## src/rtl/quad_pkg.sv

```systemverilog
// Shared types, Gray-code constants and the step classifier for the quadrature decoder.
package quad_pkg;

    typedef enum logic {INIT, TRACK} qd_state_e;

    typedef enum logic [1:0] {NONE, INC, DEC, ERR} qd_dir_e;

    localparam logic [1:0] QD_S0 = 2'b00;
    localparam logic [1:0] QD_S1 = 2'b01;
    localparam logic [1:0] QD_S2 = 2'b11;
    localparam logic [1:0] QD_S3 = 2'b10;

    function automatic logic [1:0] qd_next_fwd(input logic [1:0] code);
        case (code)
            QD_S0:   return QD_S1;
            QD_S1:   return QD_S2;
            QD_S2:   return QD_S3;
            default: return QD_S0;
        endcase
    endfunction

    // Both bits flipping at once cannot be a legal single step of a Gray sequence.
    function automatic qd_dir_e qd_dir(input logic [1:0] prev, input logic [1:0] cur);
        if (cur == prev)
            return NONE;
        if ((prev ^ cur) == 2'b11)
            return ERR;
        if (cur == qd_next_fwd(prev))
            return INC;
        return DEC;
    endfunction

endpackage

```

## src/rtl/quad_filter.sv

```systemverilog
// One encoder channel: two-flop synchronizer followed by a stability filter that
// only moves its output after FILTER_CYCLES consecutive differing samples.
module quad_filter #(
    parameter int FILTER_CYCLES = 4
) (
    input  logic clk,
    input  logic s_reset_n,
    input  logic pin,
    output logic filt
);

    localparam int CW = $clog2(FILTER_CYCLES + 1);

    logic          sync1;
    logic          sync2;
    logic [CW-1:0] cnt;

    always_ff @(posedge clk) begin
        if (!s_reset_n) begin
            sync1 <= 1'b0;
            sync2 <= 1'b0;
        end else begin
            sync1 <= pin;
            sync2 <= sync1;
        end
    end

    // The qualifying sample both updates the output and clears the counter.
    always_ff @(posedge clk) begin
        if (!s_reset_n) begin
            filt <= 1'b0;
            cnt  <= '0;
        end else if (sync2 == filt) begin
            cnt <= '0;
        end else if (cnt == CW'(FILTER_CYCLES - 1)) begin
            filt <= sync2;
            cnt  <= '0;
        end else begin
            cnt <= cnt + CW'(1);
        end
    end

endmodule

```

## src/rtl/quad_decoder.sv

```systemverilog
// Quadrature front-end: filtered A/B channels, Gray-code step decode, an INIT
// settling window after reset, and registered inc/dec/err strobes.
module quad_decoder
    import quad_pkg::*;
#(
    parameter int FILTER_CYCLES = 4
) (
    input  logic clk,
    input  logic s_reset_n,
    input  logic enable,
    input  logic enc_a,
    input  logic enc_b,
    input  logic err_clr,
    output logic inc_en,
    output logic dec_en,
    output logic err,
    output logic err_sticky
);

    localparam int INIT_LEN = FILTER_CYCLES + 3;
    localparam int IW       = $clog2(INIT_LEN);

    logic          f_a;
    logic          f_b;
    logic [1:0]    cur;
    logic [1:0]    prev;
    logic [IW-1:0] init_cnt;
    qd_state_e     state;
    qd_state_e     state_nxt;
    qd_dir_e       dir;
    logic          inc_nxt;
    logic          dec_nxt;
    logic          err_nxt;

    quad_filter #(.FILTER_CYCLES(FILTER_CYCLES)) u_filter_a (
        .clk       (clk),
        .s_reset_n (s_reset_n),
        .pin       (enc_a),
        .filt      (f_a)
    );

    quad_filter #(.FILTER_CYCLES(FILTER_CYCLES)) u_filter_b (
        .clk       (clk),
        .s_reset_n (s_reset_n),
        .pin       (enc_b),
        .filt      (f_b)
    );

    assign cur = {f_a, f_b};
    assign dir = qd_dir(prev, cur);

    always_ff @(posedge clk) begin
        if (!s_reset_n)
            state <= INIT;
        else
            state <= state_nxt;
    end

    always_ff @(posedge clk) begin
        if (!s_reset_n)
            init_cnt <= '0;
        else if (state == INIT && init_cnt != IW'(INIT_LEN - 1))
            init_cnt <= init_cnt + IW'(1);
    end

    // INIT covers the pipeline fill, so the first filtered code after reset never strobes.
    always_comb begin
        state_nxt = state;
        case (state)
            INIT:    if (init_cnt == IW'(INIT_LEN - 1)) state_nxt = TRACK;
            default: state_nxt = TRACK;
        endcase
    end

    always_comb begin
        inc_nxt = 1'b0;
        dec_nxt = 1'b0;
        err_nxt = 1'b0;
        if (state == TRACK && enable) begin
            case (dir)
                INC:     inc_nxt = 1'b1;
                DEC:     dec_nxt = 1'b1;
                ERR:     err_nxt = 1'b1;
                default: ;
            endcase
        end
    end

    // prev follows cur unconditionally so gated or illegal steps are never replayed.
    always_ff @(posedge clk) begin
        if (!s_reset_n) begin
            prev       <= QD_S0;
            inc_en     <= 1'b0;
            dec_en     <= 1'b0;
            err        <= 1'b0;
            err_sticky <= 1'b0;
        end else begin
            prev   <= cur;
            inc_en <= inc_nxt;
            dec_en <= dec_nxt;
            err    <= err_nxt;
            if (err)
                err_sticky <= 1'b1;
            else if (err_clr)
                err_sticky <= 1'b0;
        end
    end

endmodule

```

## config.mk

```make
export PLATFORM = sky130hd
export DESIGN_NAME = quad_decoder
export DESIGN_NICKNAME = d
export VERILOG_FILES = /design/src/rtl/quad_pkg.sv /design/src/rtl/quad_filter.sv /design/src/rtl/quad_decoder.sv
export SDC_FILE = /design/constraint.sdc
export NUM_CORES = 1
export LEC_CHECK = 0
export CAP_MARGIN = 20
export CORE_UTILIZATION = 43
export CTS_CLUSTER_SIZE = 24
export DETAILED_ROUTE_END_ITERATION = 16
export PLACE_DENSITY_LB_ADDON = 0.1
export SYNTH_ARGS = -nofsm -noshare
export SYNTH_HDL_FRONTEND = slang
export SYNTH_SLANG_ARGS = --single-unit
```

## constraint.sdc

```tcl
create_clock -name clk -period 1.53 [get_ports clk]
set_input_delay 0.306 -clock clk [delete_from_list [all_inputs] [get_ports clk]]
set_output_delay 0.306 -clock clk [all_outputs]
set_load 0.03 [all_outputs]
```

### Yosys cells after proc, flatten, opt, wreduce, memory -nomap -nowiden

Index checks and enable logic that the tools add are counted.

| word-level totals | value |
|---|---|
| register bits | 22 |
| input port bits | 6 |
| output and inout port bits | 4 |

| operators by class | value |
|---|---|
| add/subtract/negate cells | 3 |
| equal/unequal tests | 14 |
| multiplexer cells | 22 |
| bitwise gates (word level) | 5 |
| reductions and logical operators | 9 |

Operators by type and width:

| kind | count |
|---|---|
| two-way mux 2 bit | 8 |
| two-way mux 1 bit | 13 |
| adder 3 x 1 -> 3 bit (second input constant) | 3 |
| equality test 2 bit (second input constant) | 4 |
| equality test 3 x 2 -> 1 bit (second input constant) | 2 |
| one-hot mux 2 bit (3 select lines) | 1 |
| AND reduction 2 bit | 3 |
| OR reduction 3 bit | 2 |
| equality test 2 x 1 -> 1 bit (second input constant) | 2 |
| equality test 2 bit | 2 |
| inverter 1 bit | 4 |
| equality test 3 bit (second input constant) | 1 |
| inequality test 3 bit (second input constant) | 1 |
| equality test 1 bit | 2 |
| logical AND 1 bit | 2 |
| zero test 2 bit | 1 |
| nonzero test 2 bit | 1 |
| XOR 2 bit | 1 |

### Depth between registers and ports, before layout

| depth | value |
|---|---|
| depth after elaboration | 15 |
| gate-level depth with buffers | 4 |
| gate-level depth less buffers | 4 |

### Hierarchy

From an unflattened synthesis, not the netlist that was laid out.

| second synthesis, totals | value |
|---|---|
| cells, all modules | 71 |
| area, all modules | 847.1 µm² |

Modules (own cells, without submodules):

| module | instances | cells an instance | area each (µm²) |
|---|---|---|---|
| quad_filter | 2 | 17 | 216.5 |
| quad_decoder | 1 | 37 | 414.1 |

### Worst setup path after synthesis

Ideal clock, no wire load.

| timing | value |
|---|---|
| kind | flip-flop to flip-flop |
| start | reg init_cnt[0] |
| end | reg init_cnt[0] |
| setup time | 0.072 ns |
| arrival time | 1.033 ns |
| required time | 1.458 ns |
| slack | 0.426 ns |
| cell stages (with the launch flop) | 5 |
| clock period less this slack | 1.104 ns |
| path through | dfxtp_1 -> inv_1 -> ha_1 -> a21oi_1 -> mux2i_1 |

| between the ends | value |
|---|---|
| longest elaborated chain between the ends | 2 |

Ends and longest elaborated chain:

| what | line | source |
|---|---|---|
| from (decl) | quad_decoder.sv:27 | `logic [IW-1:0] init_cnt;` |
| from (signal assigned) | quad_decoder.sv:63 | `init_cnt <= init_cnt + IW'(1);` |
| parallel branches: the longest is 2 deep, another holds adder 3 x 1 -> 3 bit | -- |  |

Several ways; the timed one is not identified.
A chain may end at the register's enable or synchronous reset.

### Final worst setup path

| timing | value |
|---|---|
| start | reg err_sticky |
| end | out err_sticky |

RTL lines:

| what | line | source |
|---|---|---|
| from (decl) | quad_decoder.sv:17 | `output logic err_sticky` |
| from (signal assigned) | quad_decoder.sv:96 | `err_sticky <= 1'b0;` |
| from (signal assigned) | quad_decoder.sv:103 | `err_sticky <= 1'b1;` |
| from (signal assigned) | quad_decoder.sv:105 | `err_sticky <= 1'b0;` |

No word-level cell between the ends.

==> flow_summary.yaml <==
worst_setup_path:
  rr_startpoint: "init_cnt[0]"
  end_kind: "output port"
  critPathMaxStageDelay_ns: 0.39
  ff2ff_setup_slack_ns: 0.29
  start_kind: "flop"
  r2r_end: "init_cnt[0]"
  crit_arrival_ns: 1.02
  ff2ff_path_depth: 4
  path_cells: "dlygate4sd2_1"
  crit_fanout: 2
  worstSetupPathType: "flop to output port"
  cp.required_ns: 1.22
  cp_slowest_cell: "dlygate4sd2_1"
  path_delay_family: "buffers and inverters"
  crit_buf_inv: 1
clocking:
  cts_root_buffer: "clkbuf_4"
  clock-sinks: 22
  cts_inserted_buffers: 3
  clkLatencyLatePin_ns: 0.29
  cts_buffer_depth: 2
  post_cts_buffers: 0
  htreeDepth: 1
  clk_pin_slew_ns: 0.11
  holdBufCountCts: 0
  cts_tree: "yes"
final_layout:
  fill_cells: 185
  diodes: 0
  drive_above_1_share_pct: 9.302
  fin_nets: 100
  area_growth_pct: 17.95
floorplan:
  fp.dieH_um: 45.92
  row_count: 15
  die_width_um: 45.92
  start_util_pct: 47.02
  coreArea_sq_mm: 0.001764
  io_pins: 10
  dieArea_sq_mm: 0.002109
synth:
  seq_area_frac_synth_pct: 53.09
  syn_inst: 73
  yosysMostFrequentCell: "dfxtp_1"
  synth.top_cell.area_share_pct: 53.09
  ys_ff_latch: 22
  async_reset_ff_share_pct: 0
  ys_types: 20
  yosysTopAreaCell: "dfxtp_1"
  syn_avg_cell_area_sq_um: 11.36
  synth_edf_count: 0
  syn_area_sq_um: 829.5
  synthTopCellsByArea: "dfxtp_1, ha_1, xnor2_1"
  ys_warn_count: 0
  synth_nets: 85
  synth_top_cells_by_count: "dfxtp_1, ha_1, nor3_1"
  synth-main-ff-cell: "dfxtp_1"
detailed_routing:
  drc_errors: 0
  vias_per_cell: 4.541
  drt_iter0_drc: 6
  antenna_left: 0
  firstDrtPassIters: 3
  vias: 504
  wl_per_cell_um: 9.369
  finalWirelength_um: 1040
power:
  power_leakage_nw: 0.4205
  max-vdd-ir-drop_mv: 0.5178
  p_per_area_mw_per_mm2: 923.0
sta:
  setup_violations: 0
  fin_skew_ns: 0.002116
  max_clock_freq_mhz: 751.4
  rsz0062_at_grt: "false"
  fin_ws_ns: 0.1991
  post-route-min-period_ns: 1.331
  slew_headroom_pct: 77.47
  finalCritPeriodShare_pct: 86.99
  slew_viol_final: 0
  worstMarginPinSlew_ns: 0.3355
  timing.hold.ws_ns: 0.4343
  tns_ns: 0
  finalHoldViolations: 0
grt:
  antenna_found_initial: 0
  grt_usage_pct: 11.51
  grt_first_pass_wirelength_um: 1683
  overflow: 0
  grt_max_degree: 12
  grt_pass1_vias: 448
worst_hold_path:
  hp-class: "flop to flop"
  hold_depth: 1
  hold-path-endpoint: "u_filter_a.cnt[0]"
  hp-start: "u_filter_a.cnt[0]"
status:
  outcome: "finished, final reports clean"
placement:
  place_congestion: 0.6732
  dp_hpwl_um: 773.4
  portBuffers: 9
  post-place-ws_ns: 0.1803
run:
  cap_viol_max_count: 0
layer usage:
metal	share of wire, %	wire length, um	GRT usage [%]	vias up
li1	-	-	-	270
met5	0	0	0	-
met1	52	540	15.01	226
met2	44	457	15.49	6
met4	1.2	12	10.59	0
met3	2.8	29	2.381	2
registers in the layout, summed over array words and instances, names as in the netlist, 2 cells and up:
signal	cells
prev	2
u_filter_b.cnt	3
u_filter_a.cnt	3
init_cnt	3
cell families after synthesis:
group                    count (synthesis)  share of synthesized area, %
AND/OR/NAND/NOR                         28                         22.02
flip-flops                              22                         53.09
XOR/XNOR                                 6                         6.335
adder cells (fa/ha/maj)                  6                         9.050
buffers and inverters                    4                         1.960
multiplexers                             4                         4.827
AO/OA/AOI/OAI                            3                         2.715
report_power, final:
group | switching [mW] | internal, mW
registers | 0.00999 | 0.588
logic | 0.0229 | 0.0352
clock network | 0.156 | 0.0915
total | 0.189 | 0.715
layout make-up:
| cell class | count | area, sq um | share of cell area, % |
|---|---|---|---|
| repair buffers | 11 | 100.1 | 10.23 |
| flip-flops and latches | 22 | 440.4 | 45.01 |
| clock buffers | 3 | 22.52 | 2.302 |
| multi-input cells | 47 | 372.9 | 38.11 |
| inverters | 3 | 11.26 | 1.151 |
| well taps | 25 | 31.28 | 3.197 |
per-stage QoR:
stage               std cells  cell area (sq um)  util (%)  power (mW)
floorplan                  73              829.5         -      0.6426
global placement          108              960.9     54.47      0.6665
detailed placement        108              960.9     54.47      0.6696
CTS                       111              978.4     55.46      0.9197
global route              111              978.4     55.46      0.9462
finish                    111              978.4     55.46      0.9031
layout by cell type (no fill, tap or decap):
| cell | instances |
|---|---|
| a21oi_1 | 1 |
| and2_1 | 5 |
| and2_2 | 1 |
| and3b_1 | 1 |
| buf_4 | 2 |
| clkbuf_4 | 3 |
| clkdlybuf4s50_1 | 5 |
| dfxtp_1 | 22 |
| dlygate4sd2_1 | 4 |
| ha_1 | 6 |
| inv_1 | 3 |
| mux2i_1 | 4 |
| nand2_1 | 2 |
| nand2b_1 | 4 |
| nand3_1 | 1 |
| nand4bb_1 | 1 |
| nor2b_1 | 5 |
| nor3_1 | 6 |
| nor3b_2 | 2 |
| o211a_1 | 1 |
| o21a_1 | 1 |
| xnor2_1 | 5 |
| xor2_1 | 1 |
worst max-delay path by stage:
stage                           start          end  cells after the start
after CTS                  err_sticky   err_sticky                      1
after detailed placement    s_reset_n          err                      4
after global placement      s_reset_n          err                      4
final                      err_sticky   err_sticky                      1
after floorplan           init_cnt[0]  init_cnt[0]                      4
after global routing       err_sticky   err_sticky                      1
timing repair:
action / CTS / global route
resized for setup: 4 / 0
endpoints found under the hold margin: 0 / 0
setup endpoints to repair: 4 / 0
Power figures use the tool's default switching activity.
